File: config.mk
export PLATFORM = sky130hd
export DESIGN_NAME = layer11_bias_relu_acc
export DESIGN_NICKNAME = d
export VERILOG_FILES = /design/src/rtl/layer11_bias_relu_acc.sv
export SDC_FILE = /design/constraint.sdc
export NUM_CORES = 2
export LEC_CHECK = 0
export ABC_AREA = 1
export BUFFER_PORTS_ARGS = -buffer_cell sky130_fd_sc_hd__buf_2
export CAP_MARGIN = 20
export CORE_ASPECT_RATIO = 0.9
export CORE_UTILIZATION = 35
export DETAILED_ROUTE_END_ITERATION = 12
export PLACE_DENSITY = 0.6
export SYNTH_ARGS = -nofsm -noshare
export SYNTH_HDL_FRONTEND = slang
export SYNTH_SLANG_ARGS = --single-unit
File: constraint.sdc
create_clock -name clk -period 10.26 [get_ports clk]
set_clock_uncertainty 0.1 [all_clocks]
set_input_delay 2.052 -clock clk [delete_from_list [all_inputs] [get_ports clk]]
set_output_delay 2.052 -clock clk [all_outputs]
set_load 0.005 [all_outputs]
File: src/rtl/layer11_bias_relu_acc.sv
// Per-lane multi-pass accumulator with bias add, 18-bit saturation and ReLU for layer 11.
// Latency: the last beat is accepted at edge E and out_valid rises after edge E+1.
// Backpressure: psum_ready stays low from the last beat until the output handshake completes.
module layer11_bias_relu_acc #(
  parameter int N_adder_tree = 16,
  parameter int MAX_PASSES   = 16,
  parameter int ACC_W        = 23
) (
  input  logic                         clk,
  input  logic                         rst_n,
  input  logic [N_adder_tree*18-1:0]   bias_in,
  input  logic [N_adder_tree*18-1:0]   psum_in,
  input  logic                         psum_valid,
  input  logic                         psum_last,
  output logic                         psum_ready,
  output logic [N_adder_tree*18-1:0]   out_data,
  output logic                         out_valid,
  input  logic                         out_ready,
  output logic                         err_overrun
);

  localparam int CNT_W = $clog2(MAX_PASSES) + 1;
  localparam logic signed [ACC_W:0] SAT_MAX = (ACC_W+1)'(131071);

  typedef enum logic [1:0] {ACCUM, FINISH, OUTPUT} state_t;

  state_t                   state, state_nxt;
  logic [CNT_W-1:0]         beat_cnt;
  logic signed [ACC_W-1:0]  acc     [N_adder_tree];
  logic signed [ACC_W-1:0]  acc_inc [N_adder_tree];
  logic [N_adder_tree*18-1:0] relu_dat;
  logic                     beat_acc;
  logic                     cnt_max;

  assign beat_acc = psum_valid && psum_ready;
  assign cnt_max  = (beat_cnt == CNT_W'(MAX_PASSES - 1));

  // Clamping below at -131072 and then applying ReLU both collapse to zero for negatives.
  for (genvar g = 0; g < N_adder_tree; g++) begin : g_lane
    logic signed [17:0]    psum_l;
    logic signed [17:0]    bias_l;
    logic signed [ACC_W:0] sum;
    assign psum_l     = psum_in[18*g +: 18];
    assign bias_l     = bias_in[18*g +: 18];
    assign acc_inc[g] = acc[g] + {{(ACC_W-18){psum_l[17]}}, psum_l};
    assign sum        = {acc[g][ACC_W-1], acc[g]} + {{(ACC_W-17){bias_l[17]}}, bias_l};
    assign relu_dat[18*g +: 18] = sum[ACC_W]     ? 18'd0 :
                                  (sum > SAT_MAX) ? 18'h1ffff : sum[17:0];
  end

  always_ff @(posedge clk) begin
    if (!rst_n) state <= ACCUM;
    else        state <= state_nxt;
  end

  always_comb begin
    state_nxt = state;
    case (state)
      ACCUM:   if (beat_acc && (psum_last || cnt_max)) state_nxt = FINISH;
      FINISH:  state_nxt = OUTPUT;
      OUTPUT:  if (out_valid && out_ready) state_nxt = ACCUM;
      default: state_nxt = ACCUM;
    endcase
  end

  always_comb begin
    psum_ready = (state == ACCUM);
  end

  always_ff @(posedge clk) begin
    if (!rst_n) begin
      for (int i = 0; i < N_adder_tree; i++) acc[i] <= '0;
      beat_cnt    <= '0;
      out_data    <= '0;
      out_valid   <= 1'b0;
      err_overrun <= 1'b0;
    end else begin
      case (state)
        ACCUM: begin
          if (beat_acc) begin
            for (int i = 0; i < N_adder_tree; i++) acc[i] <= acc_inc[i];
            beat_cnt <= beat_cnt + 1'b1;
            if (cnt_max && !psum_last) err_overrun <= 1'b1;
          end
        end
        FINISH: begin
          out_data  <= relu_dat;
          out_valid <= 1'b1;
          for (int i = 0; i < N_adder_tree; i++) acc[i] <= '0;
          beat_cnt  <= '0;
        end
        OUTPUT: begin
          if (out_ready) out_valid <= 1'b0;
        end
        default: ;
      endcase
    end
  end

endmodule

**Word level (Yosys, flattened, before mapping)**

Memory sizes are Yosys's and may differ from the RTL's.
Index checks and enable logic that the tools add are counted.

- $add $sub $neg: 33
- $lt $le $gt $ge: 16
- Equality and inequality tests: 7
- Muxes and demuxes: 79
- Bitwise gates (word level): 32
- Reductions and logical operators: 13

Operators by type and width:

| kind | count |
|---|---|
| 23-bit two-way mux | 32 |
| 18-bit two-way mux | 32 |
| 23-bit by 18-bit adder with 24-bit output | 16 |
| 24-bit by 18-bit greater-than comparator with 1-bit output (second input constant) | 16 |
| 23-bit adder | 16 |
| 1-bit OR | 32 |
| 5-bit case mux with 2 select lines | 1 |
| 1-bit two-way mux | 9 |
| 2-bit case mux with 3 select lines | 1 |
| 2-bit AND reduction | 3 |
| 5-bit by 1-bit adder with 5-bit output (second input constant) | 1 |
| 5-bit by 4-bit equality test with 1-bit output (second input constant) | 1 |
| 5-bit two-way mux | 1 |
| 1-bit logical AND | 4 |
| 2-bit two-way mux | 2 |
| 2-bit by 1-bit != test with 1-bit output (second input constant) | 2 |
| 2-bit != test (second input constant) | 2 |
| 2-bit nonzero test | 2 |
| 3-bit AND reduction | 1 |
| 2-bit by 1-bit equality test with 1-bit output (second input constant) | 1 |
| 2-bit equality test (second input constant) | 1 |
| 2-bit logical NOT | 1 |
| 1-bit case mux with 2 select lines | 1 |
| 1-bit logical NOT | 1 |
| 1-bit logical OR | 1 |

- Bits in registers: 297
- RAM bits: 368
- Input bits: 581
- Output and inout bits: 291
- Word-level logic and storage cells: 186
- Memories kept: 1

Memory list:

| name | depth | bits a word | rd ports | clocked after memory_dff | write ports | line | source |
|---|---|---|---|---|---|---|---|
| acc | 16 | 23 | 16 | 0 | 16 | 29 | `logic signed [ACC_W-1:0] acc [N_adder_tree];` |

**Longest topological paths before layout**

- Word-level depth: 8
- Mapped depth: 20
- Depth with buffers taken out: 19

**Worst setup path before layout**

No wires, ideal clock.

- Kind: input -> register
- From: input rst_n
- To: memory acc[4][8], in the netlist acc[0][100], enable pin
- Library setup time: 1.338 ns
- Arrival time: 5.701 ns
- Data required time: 8.822 ns
- Setup slack: 3.121 ns
- Cell stages on the path: 5
- Buffers on the path: 2
- Path through: inv_1 > nor2_1 > clkbuf_1 > clkbuf_1 > nand2_1

RTL lines:

| element | line | source |
|---|---|---|
| start: declaration | 10 | `input logic rst_n,` |
| end: declaration | 29 |  |

==> summary by stage <==
Status
The run finished with clean final reports.

Die
The top-level port count is 872. In this run the standard cell core region covers 0.188 sq mm. The number of placement rows is 151. The die width is 461 um. The height of the chip is 415 um. The initial utilization of the core area, before any placement, comes to 35.3%. The die covers 0.191 sq mm.

Clock network
The H-tree was split into 3 levels. The insertion delay to the later sink of the worst-skew pair is 0.76 ns. The quantity of gates resized following cts is 0. Counting the buffers created by CTS gives 91. The clock tree buffer depth is 3. The number of hold buffers added after CTS was 0. The number of buffers inserted to repair setup after CTS is 0.

The buffer cell driving the clock tree root is sky130_fd_sc_hd__clkbuf_16. The clock transition at the register clock pins on the worst setup and hold paths after CTS is 0.06 ns. Counting every sink on the clock net gives 665. TritonCTS built the clock tree.

Pwr
The ratio of total power to cell area is 145 mW/mm^2. The static power due to leakage is 41.4 nW. IR analysis of the VDD net gives a maximum drop of 134 uV. After layout, the design draws a total of 11.1 mW.

Worst hold path
The min-delay analysis places its worst path in the category register to register.

Logic synthesis
In the synthesized netlist the dominant register cell turns out to be sky130_fd_sc_hd__dfxtp_1. By area the synthesized netlist is led by sky130_fd_sc_hd__nand2_1 21%, sky130_fd_sc_hd__dfxtp_1 15%, sky130_fd_sc_hd__ha_1 14%. Synthesis produced a netlist whose cell count is 10,700. After synthesis, the most frequently instantiated cells are 3,768 x sky130_fd_sc_hd__nand2_1, 1,368 x sky130_fd_sc_hd__inv_1, 948 x sky130_fd_sc_hd__a21oi_1. The sequential cell area fraction in the yosys report is 22.8%. sky130_fd_sc_hd__nand2_1 takes more of the synthesized area than any other cell. In the synthesized netlist the async set-or-reset flop fraction comes to 0%. Yosys instantiated no cell more often than sky130_fd_sc_hd__nand2_1. The summed instance area of the synthesized netlist is 0.0664 sq mm. The area share of the largest cell type after synthesis is 21.3%. The total number of yosys warnings is 0. The total nets after synthesis is 12,000. The count of flip-flops with a built-in enable after synthesis is 184. After synthesis the netlist holds a flip-flop and latch count of 665.

The number of distinct library cells after synthesis is 55. A synthesized cell averages 6.22 sq um.

Timing
Based on the critical path, the design can be clocked at up to 0.211 GHz. The slew at the pin with the worst max-slew slack is 1.05 ns. Across all setup checks in the final design, the least slack found is 5.52 ns. The fraction of the cycle the final worst path needs is 46.2%. The final count of negative-setup-slack endpoints is 0. In this run the tightest slew margin relative to its limit is 30.0%. The final-layout worst hold slack is 0.338 ns.

The number of failing hold endpoints at the final stage is 0. After routing, the total negative slack on setup checks comes to 0 ns. The final number of max-transition violations is 0.

The routed design could run at a clock period as short as 4.74 ns. Setup repair after global routing left no endpoint under its margin.

Critical path
The required time at the worst-slack endpoint is 10.76 ns. The critical path start-end classification is input pin to register. STA classifies the critical path endpoint as a register. The delay contributed by the slowest stage of the critical path is 0.88 ns.

The critical path ends at acc[0][74]. The critical path launch point is psum_valid. The top fanout value on the critical path is 81.

The capturing point of the worst reg2reg path is acc[0][74]. The signal on the critical path passes through buf_2, nand2_1, nor2_4, buf_4, buf_4, buf_4, o21ai_0, a21oi_1. The startpoint class of the critical path is an input pin. In this design, the critical path's most frequently occurring cell is sky130_fd_sc_hd__buf_4. For the worst flop-to-flop path, the logic depth is 8. The worst register-to-register path begins at state[0]. The reg-to-reg setup timing slack is 6.24 ns. The arrival time reported for the critical path endpoint is 5.24 ns. For this design, the slowest cell found on the critical path is sky130_fd_sc_hd__buf_4.

GRT
The number of global-route vias before repair is 68,500. The maximum number of pins on one net before global-route repair is 104. The total overflow reported by the global router is 0. The number of antenna violations at the first check in global routing is 105.

The first global-routing pass estimated 392 mm of wire. The all-layer global routing usage is 26.1%.

Placed design
After detailed placement, the total cell area comes to 0.0734 sq mm. The number of port buffers is 871. The HPWL reported at the end of detailed placement is 213 mm. The pre-CTS setup slack is 4.68 ns.

The final RePlAce weighted congestion is 0.993. The post-placement cell count is 13,900.

Cells and area
Cells fill 40.7% of the core in the end. The count of cells in the finished layout, fillers not included, comes to 14,200. The final layout net count is 12,900. The area overhead of the layout relative to synthesis is 15.4%. The share of post-route cells with drive strength above 1 is 10.9%. The final standard cell area without fillers is 0.0766 sq mm.

Drt
Dividing the detail-routed via count by the number of cells gives 5.09. The detail route stage leaves a number of antenna-violating nets equal to 0. Dividing the detail-routed wire length by the instance count gives 18.2 um. The aggregate routed wire length is 258 mm. The starting DRC count in detailed routing is 5,327. The count of TritonRoute iterations in the first routing pass is 6. The DRC violation count after routing is 0. The routed layout has 72,200 vias.

Job
The tool flagged a number of max-cap violations equal to 0.
[final cells by class]
| class | count | area [sq um] |
|---|---|---|
| Timing Repair Buffer | 891 | 4520 |
| Tap cell | 2524 | 3160 |
| Sequential cell | 665 | 15200 |
| Inverter | 1379 | 5180 |
| Clock buffer | 121 | 2530 |
| Multi-Input combinational cell | 8487 | 45300 |
| Clock inverter | 50 | 515 |
| Antenna cell | 63 | 158 |
| Fill cell | 20500 | 112000 |
[worst max-delay path, delay by kind of cell]
kind	cells	cell delay (ns)
buf+inv	4	2.41
simple gates	2	0.33
compound gates	2	0.39
[worst min-delay path by stage]
| stage | slack, ns | endpoint | start | cells after the start |
|---|---|---|---|---|
| 2_1_floorplan | 0.32 | beat_cnt[3] | beat_cnt[3] | 1 |
| 3_3_place_gp | 0.33 | out_data[215] | out_data[215] | 2 |
| 3_5_place_dp | 0.33 | out_data[107] | out_data[107] | 2 |
| 4_1_cts | 0.34 | out_data[17] | out_data[17] | 2 |
| 5_1_grt | 0.35 | out_data[215] | out_data[215] | 2 |
| 6_report | 0.34 | out_data[107] | out_data[107] | 2 |
[logic make-up after synthesis]
family / after synthesis / share of synthesized area [%]
fa+ha+maj: 754 / 14.6
buf+inv: 1525 / 8.89
xor+xnor: 319 / 4.21
simple gates: 5627 / 34.7
compound gates: 1787 / 14.8
flops: 665 / 22.8
[power by group]
group          internal, mW  leakage, nW  switching, mW  total, mW
combinational          1.58         33.9           3.00       4.58
clock                  1.91         1.49           1.46       3.37
sequential             2.95         5.94          0.218       3.17
total                  6.44         41.4           4.68       11.1
[registers in the layout (all words and copies together) (netlist names)]
name	count
acc	368
beat_cnt	5
out_valid	1
out_data	288
err_overrun	1
state	2
[routing by layer]
metal  track usage, %  vias to the layer above  part of all wire [%]
li1                 -                    36600                     -
met1             32.8                    33100                    43
met2             43.4                     1943                    46
met3             3.43                      480                   5.0
met4             13.2                       28                   5.0
met5                0                        -                 0.069
[placed cells by master (no fill, tap or decap), types with 47 or more instances in the layout]
cell	count
sky130_fd_sc_hd__inv_1	1367
sky130_fd_sc_hd__a21oi_1	948
sky130_fd_sc_hd__nand2_2	47
sky130_fd_sc_hd__ha_1	722
sky130_fd_sc_hd__xnor2_1	151
sky130_fd_sc_hd__nor3_1	91
sky130_fd_sc_hd__o21ai_0	507
sky130_fd_sc_hd__nand4_1	165
sky130_fd_sc_hd__o211ai_1	54
sky130_fd_sc_hd__clkbuf_16	95
sky130_fd_sc_hd__edfxtp_1	184
sky130_fd_sc_hd__xor2_1	168
sky130_fd_sc_hd__diode_2	63
sky130_fd_sc_hd__dfxtp_1	481
sky130_fd_sc_hd__buf_2	871
sky130_fd_sc_hd__nand3_1	488
sky130_fd_sc_hd__or2_2	47
sky130_fd_sc_hd__o21bai_1	73
sky130_fd_sc_hd__nand2_1	3767
sky130_fd_sc_hd__nor2_1	874
sky130_fd_sc_hd__a21o_1	51
Power figures use the tool's default switching activity.
